==> src/rtl/vga_timing_pkg.sv <==
// 640x480@60 VGA timing constants shared by the sync generator, colour generator and benches.
package vga_timing_pkg;

  localparam int unsigned H_VISIBLE = 640;
  localparam int unsigned H_FRONT   = 16;
  localparam int unsigned H_SYNC    = 96;
  localparam int unsigned H_BACK    = 48;
  localparam int unsigned V_VISIBLE = 480;
  localparam int unsigned V_FRONT   = 10;
  localparam int unsigned V_SYNC    = 2;
  localparam int unsigned V_BACK    = 33;

  localparam int unsigned H_TOTAL = H_VISIBLE + H_FRONT + H_SYNC + H_BACK;
  localparam int unsigned V_TOTAL = V_VISIBLE + V_FRONT + V_SYNC + V_BACK;

  localparam int unsigned CNT_W    = 10;
  localparam logic        SYNC_POL = 1'b0;

  // Per-axis decode of the value a counter is about to load.
  typedef struct packed {
    logic wrap;
    logic in_sync;
    logic in_visible;
  } axis_flags_t;

endpackage

==> src/rtl/vga_axis_counter.sv <==
// One scan axis: wrapping position counter plus sync/visible decode of its next value.
module vga_axis_counter #(
  parameter int unsigned TOTAL      = 800,
  parameter int unsigned SYNC_START = 656,
  parameter int unsigned SYNC_LEN   = 96,
  parameter int unsigned VISIBLE    = 640,
  parameter int unsigned CNT_W      = 10
) (
  input  logic             clk,
  input  logic             clr,
  input  logic             en,
  output logic [CNT_W-1:0] count,
  output logic             wrap,
  output logic             in_sync,
  output logic             in_visible
);

  localparam logic [CNT_W-1:0] LastCnt   = CNT_W'(TOTAL - 1);
  localparam logic [CNT_W-1:0] SyncFirst = CNT_W'(SYNC_START);
  localparam logic [CNT_W-1:0] SyncLast  = CNT_W'(SYNC_START + SYNC_LEN - 1);
  localparam logic [CNT_W-1:0] VisEnd    = CNT_W'(VISIBLE);

  logic [CNT_W-1:0] count_d;

  always_comb begin
    wrap    = en && (count == LastCnt);
    count_d = count;
    if (wrap) begin
      count_d = '0;
    end else if (en) begin
      count_d = count + CNT_W'(1);
    end
  end

  // Flags describe count_d so the top can register them alongside the counter.
  always_comb begin
    in_sync    = (count_d >= SyncFirst) && (count_d <= SyncLast);
    in_visible = (count_d < VisEnd);
  end

  // Reset parks the counter at its last value so the first enable wraps to 0.
  always_ff @(posedge clk or posedge clr) begin
    if (clr) begin
      count <= LastCnt;
    end else begin
      count <= count_d;
    end
  end

endmodule

==> src/rtl/vga_sync_gen.sv <==
// VGA sync generator: two chained axis counters with registered sync, blanking and start pulses.
module vga_sync_gen #(
  parameter int unsigned H_VISIBLE = vga_timing_pkg::H_VISIBLE,
  parameter int unsigned H_FRONT   = vga_timing_pkg::H_FRONT,
  parameter int unsigned H_SYNC    = vga_timing_pkg::H_SYNC,
  parameter int unsigned H_BACK    = vga_timing_pkg::H_BACK,
  parameter int unsigned V_VISIBLE = vga_timing_pkg::V_VISIBLE,
  parameter int unsigned V_FRONT   = vga_timing_pkg::V_FRONT,
  parameter int unsigned V_SYNC    = vga_timing_pkg::V_SYNC,
  parameter int unsigned V_BACK    = vga_timing_pkg::V_BACK,
  parameter logic        SYNC_POL  = vga_timing_pkg::SYNC_POL,
  parameter int unsigned CNT_W     = vga_timing_pkg::CNT_W
) (
  input  logic             clk,
  input  logic             clr,
  input  logic             pix_en,
  output logic [CNT_W-1:0] hcount,
  output logic [CNT_W-1:0] vcount,
  output logic             hsync,
  output logic             vsync,
  output logic             video_on,
  output logic             line_start,
  output logic             frame_start
);

  import vga_timing_pkg::axis_flags_t;

  localparam int unsigned HTotal = H_VISIBLE + H_FRONT + H_SYNC + H_BACK;
  localparam int unsigned VTotal = V_VISIBLE + V_FRONT + V_SYNC + V_BACK;

  axis_flags_t h_flags;
  axis_flags_t v_flags;
  logic        v_en;

  logic hsync_d, vsync_d, video_on_d, line_start_d, frame_start_d;

  assign v_en = pix_en & h_flags.wrap;

  vga_axis_counter #(
    .TOTAL      (HTotal),
    .SYNC_START (H_VISIBLE + H_FRONT),
    .SYNC_LEN   (H_SYNC),
    .VISIBLE    (H_VISIBLE),
    .CNT_W      (CNT_W)
  ) u_h_axis (
    .clk        (clk),
    .clr        (clr),
    .en         (pix_en),
    .count      (hcount),
    .wrap       (h_flags.wrap),
    .in_sync    (h_flags.in_sync),
    .in_visible (h_flags.in_visible)
  );

  vga_axis_counter #(
    .TOTAL      (VTotal),
    .SYNC_START (V_VISIBLE + V_FRONT),
    .SYNC_LEN   (V_SYNC),
    .VISIBLE    (V_VISIBLE),
    .CNT_W      (CNT_W)
  ) u_v_axis (
    .clk        (clk),
    .clr        (clr),
    .en         (v_en),
    .count      (vcount),
    .wrap       (v_flags.wrap),
    .in_sync    (v_flags.in_sync),
    .in_visible (v_flags.in_visible)
  );

  // v_flags.wrap already implies a horizontal wrap, so frame_start implies line_start.
  always_comb begin
    hsync_d       = h_flags.in_sync ? SYNC_POL : ~SYNC_POL;
    vsync_d       = v_flags.in_sync ? SYNC_POL : ~SYNC_POL;
    video_on_d    = h_flags.in_visible & v_flags.in_visible;
    line_start_d  = h_flags.wrap;
    frame_start_d = h_flags.wrap & v_flags.wrap;
  end

  always_ff @(posedge clk or posedge clr) begin
    if (clr) begin
      hsync       <= ~SYNC_POL;
      vsync       <= ~SYNC_POL;
      video_on    <= 1'b0;
      line_start  <= 1'b0;
      frame_start <= 1'b0;
    end else begin
      hsync       <= hsync_d;
      vsync       <= vsync_d;
      video_on    <= video_on_d;
      line_start  <= line_start_d;
      frame_start <= frame_start_d;
    end
  end

endmodule
==> config.mk <==
export PLATFORM = sky130hd
export DESIGN_NAME = vga_sync_gen
export DESIGN_NICKNAME = d
export VERILOG_FILES = /design/src/rtl/vga_timing_pkg.sv /design/src/rtl/vga_axis_counter.sv /design/src/rtl/vga_sync_gen.sv
export SDC_FILE = /design/constraint.sdc
export NUM_CORES = 1
export LEC_CHECK = 0
export CELL_PAD_IN_SITES_DETAIL_PLACEMENT = 0
export CELL_PAD_IN_SITES_GLOBAL_PLACEMENT = 2
export CORE_MARGIN = 2
export CORE_UTILIZATION = 31
export CTS_CLUSTER_SIZE = 24
export DETAILED_ROUTE_END_ITERATION = 8
export PLACE_DENSITY_LB_ADDON = 0.1
export SLEW_MARGIN = 15
export SYNTH_ARGS = -nofsm -noshare
export SYNTH_HDL_FRONTEND = slang
export SYNTH_SLANG_ARGS = --single-unit
==> constraint.sdc <==
create_clock -name clk -period 3 [get_ports clk]
set_clock_uncertainty 0.2 [all_clocks]
set_input_delay 0.3 -clock clk [delete_from_list [all_inputs] [get_ports clk]]
set_output_delay 0.3 -clock clk [all_outputs]
set_load 0.02 [all_outputs]
-- Yosys cells after proc, flatten, opt, wreduce, memory -nomap -nowiden
Cells that the tools add are included.
- bits in registers: 25
- input port bits: 3
- output and inout port bits: 25
- word-level logic and storage cells: 30
- eq/ne operators: 2
- reductions and logical operators: 4
- $lt $le $gt $ge: 6
- bitwise operators: 3
- multiplexer cells: 6
- add/sub/neg operators: 2
- operator list (cell ; number):
    10-bit two-way mux ; 4
    10-bit by 1-bit adder with 10-bit output, second input constant ; 2
    10-bit equality test, second input constant ; 2
    10-bit >= comparator, second input constant ; 1
    10-bit by 9-bit >= comparator with 1-bit output, second input constant ; 1
    10-bit less-or-equal comparator, second input constant ; 1
    10-bit by 9-bit less-or-equal comparator with 1-bit output, second input constant ; 1
    10-bit < comparator, second input constant ; 1
    10-bit by 9-bit < comparator with 1-bit output, second input constant ; 1
    1-bit logical AND ; 4
    1-bit AND ; 3
    1-bit two-way mux ; 2

-- Longest topological paths before layout
Gate-level depths: netlist (run 1).
- word-level depth: 8
- mapped depth: 8
- gate-level depth less buffers: 7

-- Hierarchy
From an unflattened synthesis (run 1), not the netlist that was laid out.
- cells, all modules: 136
- area total of the unflattened synthesis: 1378.8 µm²
- modules (own cells, without submodules) (module ; instances ; cells each ; area an instance (µm²)):
    vga_axis_counter at u_v_axis ; 1 ; 65 ; 633.1
    vga_axis_counter at u_h_axis ; 1 ; 60 ; 588.1
    vga_sync_gen ; 1 ; 11 ; 157.7

-- Worst setup path before layout (run 1)
OpenSTA, ideal clock, no wires.
- path kind: register to register
- from: register u_h_axis.count[0]
- to: register video_on
- data arrival time: 2.308 ns
- slack: 0.359 ns
- cell stages (with the launch flop): 7
- period minus slack after synthesis: 2.641 ns
- library setup time: 0.133 ns
- path buffers: 0
- path through: dfstp_2 -> ha_1 -> nand4_2 -> or4_4 -> or4_4 -> a211oi_2 -> a211oi_1
- longest elaborated chain between the ends: 7
- ends and longest elaborated chain (item ; RTL line ; source):
    from (decl) ; vga_axis_counter.sv:12 ; output logic [CNT_W-1:0] count,
    from (signal assigned) ; vga_axis_counter.sv:44 ; count <= LastCnt;
    from (signal assigned) ; vga_axis_counter.sv:46 ; count <= count_d;
    parallel branches: the longest is 6 deep, another holds 10-bit by 1-bit adder with 10-bit output ; - ;
    1-bit AND (*) ; vga_sync_gen.sv:75 ; video_on_d = h_flags.in_visible & v_flags.in_visible;
    named net video_on_d ; vga_sync_gen.sv:35 ; logic hsync_d, vsync_d, video_on_d, line_start_d, frame_start_d;
    to (signal assigned) ; vga_sync_gen.sv:90 ; video_on <= video_on_d;
    to (decl) ; vga_sync_gen.sv:21 ; output logic video_on,
Mark *: on every way through the listed nets, which the timed path passes.

-- Final worst setup path (run 1)
Ends and elaborated chain as after synthesis.

==> results.cfg, run 1 <==
[logic_synthesis]
synth_area_leaders = dfrtp_1 (23%), dfstp_2 (22%), xnor2_1 (3.7%)
ys_types = 44
synth.yosys.warnings = 0
netlist.area_leader.share_pct = 23.0
synth_top_area_cell = dfrtp_1
synth.avg_cell_area_um2 = 9.80
synth_compound_area_share_pct = 13.3
yosys.area_share.simple_pct = 24.1
syn_inst = 144
synthMuxAreaShare_pct = 1.42
syn-cell-area_mm2 = 0.00141
synth_top_family_by_area = simple AND/OR/NAND/NOR gates
synthAdderAreaFrac_pct = 2.66
yosysSeqAreaShare_pct = 45.4
async_flop_share_pct = 100
synth_edf_count = 0
synth_nets = 150
synth-seq-cells = 25
synth-main-ff-cell = dfrtp_1
synth_xor_area_share_pct = 5.59
synth_top_cells_by_count = dfrtp_1 (13), nand2_1 (13), dfstp_2 (12)

[global_route]
grt_overflow = 0
grt_pass1_vias = 1196
antenna_found_initial = 0
grt_max_degree = 21
track_usage_pct = 15.4
grt_pass1_wl_um = 6140

[die]
fp.dieH_um = 71.5
fp-row-count = 24
io_pins = 28
die-area_mm2 = 0.00511
die_w_um = 71.5
initial_core_util_pct = 32.2
core_mm2 = 0.00438

[timing]
setup_viol = 0
hold_viol = 0
maxSlewHeadroom_pct = 46.2
timing.final.crit_share_pct = 90.8
worst_slack_ps = 276
setup_tns_ps = 0
fin_crit_ps = 2720
slew_violations = 0
worst_pin_slew_ps = 806
max_freq_ghz = 0.367
whs_ps = 274
rsz0062_at_grt = no

[finish]
fill_cells = 428
diodes = 0
areaGrowthSynthToFinish_pct = 26.6
nets = 181
drive_above_1_share_pct = 17.8
final_util_pct = 40.8

[clock_tree]
root_buffer = clkbuf_8
clkSinkCount = 25
postCtsHoldBufs = 0
cts_resized = 0
clock_path_buffers = 2
cts_tree = done
numCtsBuffers = 3
clkLatencyLatePin_ps = 270
post_cts_buffers = 0
htreeDepth = 1
clkTransAtPathRegs_ps = 100

[power]
p_seq_share_pct = 50.3
power.switching_w = 0.000339
irDropWorstVdd_uv = 345
switching_share_pct = 34.7
p_per_area_mw_per_mm2 = 547
fin_total_pwr_w = 0.000978
comb_power_share_pct = 28.4
p_leak_nw = 0.703
intPower_w = 0.000638
clkPwrFrac_pct = 21.3

[detailed_routing]
drt_pass1_iterations = 4
drt_iter0_markers = 64
dr.max_layer_used = met4
routed_wirelength_um = 3790
wl_met3_um = 223
dr_total_vias = 1222
met2_length_um = 1610
wl_per_cell_um = 16.8
drc = 0
vias_per_cell = 5.41
drt-met1-wl_um = 1930
drt.antenna.violating_nets = 0

[critical_path]
cp-endpoint = video_on
cp.required_ps = 2980
cp_slowest_cell = dfstp_2
crit_arrival_ps = 2700
worst_setup_path_start_kind = flop
path_cells = ha_1 -> nand4_2 -> or4_4 -> buf_4 -> o31ai_1 -> a211oi_2 -> a211oi_1
startpoint = u_h_axis.count[0]
rrSetupSlack_ps = 280
max_stage_delay_ps = 580
crit_type = reg2reg
critPathCaptureType = flop
reg2regPathDepth = 7
crit_fanout = 12
timing.rr.end = video_on
r2r_start = u_h_axis.count[0]

[outcome]
status = finished clean

[place]
dpl.hpwl_um = 2760
gp_congestion = 0.821
pre_cts_ws_ps = 287
port_buffers = 27

[hold_path]
hp-class = in2async

[job]
drv_cap = 0
[critical path, delay by kind of cell (launching register included)]
kind	cells	cell delay, ps
adder cells (fa/ha/maj)	1	200
AND/OR/NAND/NOR	2	660
AO/OA/AOI/OAI	3	780
buffers and inverters	1	200
flip-flops	1	580
[power groups by stage]
stage	registers (W)	clock network, W	logic, W
3_5_place_dp	0.000498	0	0.000279
4_1_cts	0.000493	0.000223	0.000280
6_report	0.000492	0.000208	0.000277
5_1_grt	0.000506	0.000233	0.000306
2_1_floorplan	0.000524	0	0.000120
3_3_place_gp	0.000495	0	0.000278
[per-stage QoR]
stage / std cells / instance area [µm²]
2_1_floorplan: 144 / 1410
3_3_place_gp: 222 / 1740
3_5_place_dp: 222 / 1740
4_1_cts: 226 / 1790
5_1_grt: 226 / 1790
6_report: 226 / 1790
[logic make-up after synthesis]
group,after synthesis
xor+xnor,9
simple gates,59
compound gates,27
mux,2
flops,25
buf+inv,19
fa+ha+maj,3
[worst min path at each step]
| stage | startpoint | endpoint | slack [ps] | cells past startpoint |
|---|---|---|---|---|
| 4_1_cts | clr | u_h_axis.count[5] | 300 | 2 |
| 6_report | clr | u_h_axis.count[5] | 270 | 2 |
| 2_1_floorplan | clr | frame_start | 120 | 1 |
| 3_3_place_gp | u_h_axis.count[2] | u_h_axis.count[2] | 310 | 1 |
| 3_5_place_dp | u_h_axis.count[2] | u_h_axis.count[2] | 310 | 1 |
| 5_1_grt | u_h_axis.count[2] | u_h_axis.count[2] | 350 | 1 |
[flip-flops by register name (all words and copies together), names as in the netlist]
name and cells:
frame_start 1, hsync 1, line_start 1, u_h_axis.count 10
u_v_axis.count 10, video_on 1, vsync 1
[routing by layer]
| metal | GRT usage [%] | up-vias |
|---|---|---|
| met5 | 0 | - |
| met4 | 3.77 | 0 |
| met3 | 2.25 | 2 |
| met2 | 21.6 | 48 |
| met1 | 24.5 | 589 |
| li1 | - | 583 |
[layout by cell type, fill, tap and decap left out, types with 2 or more instances in the layout]
master,netlist,layout
o22ai_1,2,2
nand3_1,9,9
and4_1,2,2
clkbuf_8,0,3
buf_4,1,8
nand2_1,13,13
ha_1,3,3
nor2_1,8,8
o21ai_0,3,3
or3_1,2,2
o31ai_1,2,2
a211oi_1,2,2
nor3_1,5,5
dfstp_2,12,12
clkdlybuf4s50_1,0,27
inv_1,10,10
or4_4,2,2
dfrtp_1,13,13
a21oi_1,7,7
xor2_1,3,3
and3_1,2,2
or4_1,3,3
o311ai_0,2,2
nand4_1,5,5
xnor2_1,6,6
mux2i_1,2,2
[final cells by class]
type                       count  area [µm²]  share of cell area, %
multi-input combinational    100         664                   37.2
clock buffer                   3        41.3                   2.31
inverter                      10        37.5                   2.10
sequential                    25         641                   35.9
timing repair buffer          35         330                   18.5
tap                           52        65.1                   3.64
clock inverter                 1        7.51                  0.420
Power figures use the tool's default switching activity.
==> run 2: changes to the inputs <==
--- a/config.mk
+++ b/config.mk
@@ -8,9 +8,11 @@
 export CELL_PAD_IN_SITES_DETAIL_PLACEMENT = 0
 export CELL_PAD_IN_SITES_GLOBAL_PLACEMENT = 2
 export CORE_MARGIN = 2
-export CORE_UTILIZATION = 31
+export CORE_UTILIZATION = 33
+export CTS_BUF_LIST = sky130_fd_sc_hd__clkbuf_8
 export CTS_CLUSTER_SIZE = 24
 export DETAILED_ROUTE_END_ITERATION = 8
+export MAX_ROUTING_LAYER = met4
 export PLACE_DENSITY_LB_ADDON = 0.1
 export SLEW_MARGIN = 15
 export SYNTH_ARGS = -nofsm -noshare
==> run 2 against run 1 <==
Combinational power is 1% higher. Design area is 0.56% lower. Non-clock buffer count down 1. Die area shrank 5.7%. Critical endpoint unchanged. Via count shrank 0.57%. Worst setup slack got worse by 28 ps.
==> results.cfg, run 2 (same netlist as run 1, synthesis figures left out) <==
[timing]
whs_ps = 135
max_freq_ghz = 0.363
slew_violations = 0
fin_crit_ps = 2750
setup_viol = 0
setup_tns_ps = 0
rsz0062_at_grt = no
worst_pin_slew_ps = 458
maxSlewHeadroom_pct = 69.2
hold_viol = 0
timing.final.crit_share_pct = 91.7

[die]
die_w_um = 69.4
core_mm2 = 0.00406
fp-row-count = 23
fp.dieH_um = 69.4
die-area_mm2 = 0.00482
io_pins = 28
initial_core_util_pct = 34.8

[power]
p_seq_share_pct = 50.1
intPower_w = 0.000637
irDropWorstVdd_uv = 335
comb_power_share_pct = 28.7
power.switching_w = 0.000341
p_per_area_mw_per_mm2 = 550
switching_share_pct = 34.9
p_leak_nw = 0.699
clkPwrFrac_pct = 21.1

[clock_tree]
clkLatencyLatePin_ps = 270
clkTransAtPathRegs_ps = 90
clock_path_buffers = 2
htreeDepth = 1
post_cts_buffers = 0
numCtsBuffers = 3
postCtsHoldBufs = 0
cts_resized = 0
root_buffer = clkbuf_8
cts_tree = done
clkSinkCount = 25

[critical_path]
cp.required_ps = 2990
path_cells = ha_1 -> nand4_2 -> or4_4 -> buf_4 -> o311ai_0 -> a22oi_1 -> a211oi_1
reg2regPathDepth = 7
critPathCaptureType = flop
crit_arrival_ps = 2740
crit_type = reg2reg
crit_fanout = 8
max_stage_delay_ps = 570
worst_setup_path_start_kind = flop
cp_slowest_cell = dfstp_2

[global_route]
grt_pass1_vias = 1172
grt_max_degree = 16
track_usage_pct = 15.8
grt_overflow = 0
antenna_found_initial = 0
grt_pass1_wl_um = 5880

[detailed_routing]
vias_per_cell = 5.45
wl_per_cell_um = 16.3
drc = 0
drt_pass1_iterations = 4
dr_total_vias = 1215
drt_iter0_markers = 34
routed_wirelength_um = 3630
drt.antenna.violating_nets = 0

[finish]
drive_above_1_share_pct = 17.3
fill_cells = 391
layout_commonest_cell = clkdlybuf4s50_1
seqCellArea_um2 = 641
diodes = 0
areaGrowthSynthToFinish_pct = 25.9
nets = 180
multi_input_area_um2 = 664
reg.largest.list = u_h_axis.count x10, u_v_axis.count x10
layout_common_cells = clkdlybuf4s50_1 (27), nand2_1 (13), dfrtp_1 (13), dfstp_2 (12), inv_1 (10)

[hold_path]
hp-class = in2async

[outcome]
status = finished clean

[place]
gp_congestion = 0.805
dpl.hpwl_um = 2740
port_buffers = 27

[job]
drv_cap = 0
[run 2: changes by cell type in the layout (fill, tap and decap cells not counted)]
cell / change
buf_4: -1
[run 2: layout make-up]
type	count	area share [%]
clock buffers	3	2.32
clock inverters	1	0.423
inverters	10	2.11
multi-input cells	100	37.4
flip-flops and latches	25	36.1
well taps	50	3.52
repair buffers	34	18.2
[run 2: path summary, 6_finish.rpt]
kind | to | slack [ps] | start
worst min-delay path | u_h_axis.count[6] | 140 | clr
min in group clk | u_h_axis.count[2] | 330 | u_h_axis.count[2]
worst max register to register | video_on | 250 | u_h_axis.count[0]
worst min register to register | u_h_axis.count[2] | 330 | u_h_axis.count[2]
max in group asynchronous | u_v_axis.count[2] | 1840 | clr
worst max-delay path | video_on | 250 | u_h_axis.count[0]
[run 2: power by group through the flow]
stage | Combinational, W | Sequential [W] | Clock, W
detailed placement | 0.000282 | 0.000497 | 0
floorplan | 0.000120 | 0.000524 | 0
CTS | 0.000284 | 0.000491 | 0.000218
global placement | 0.000274 | 0.000493 | 0
global route | 0.000301 | 0.000500 | 0.000230
finish | 0.000281 | 0.000490 | 0.000207
[run 2: routing by layer]
metal / global-route usage [%] / vias to the layer above / wire (µm)
met2: 23.6 / 40 / 1580
met5: - / - / 0
li1: - / 581 / -
met1: 22.3 / 590 / 1850
met3: 2.18 / 4 / 164
met4: 4.58 / 0 / 38
[run 2: worst max-delay path, delay by kind of cell, from the launching register on]
family,cells,cell delay [ps]
simple gates,2,710
compound gates,3,790
fa+ha+maj,1,210
buf+inv,1,190
flops,1,570
[run 2: metrics by stage]
step           cell area [µm²]  setup WS, ps  instances  util, %  total power, W
4_1_cts                   1780           278        223     43.8        0.000992
6_report                  1780           248        223     43.8        0.000978
5_1_grt                   1780          49.0        223     43.8         0.00103
3_3_place_gp              1730           286        219     42.6        0.000767
3_5_place_dp              1730           258        219     42.6        0.000779
2_1_floorplan             1410           359        144        -        0.000644
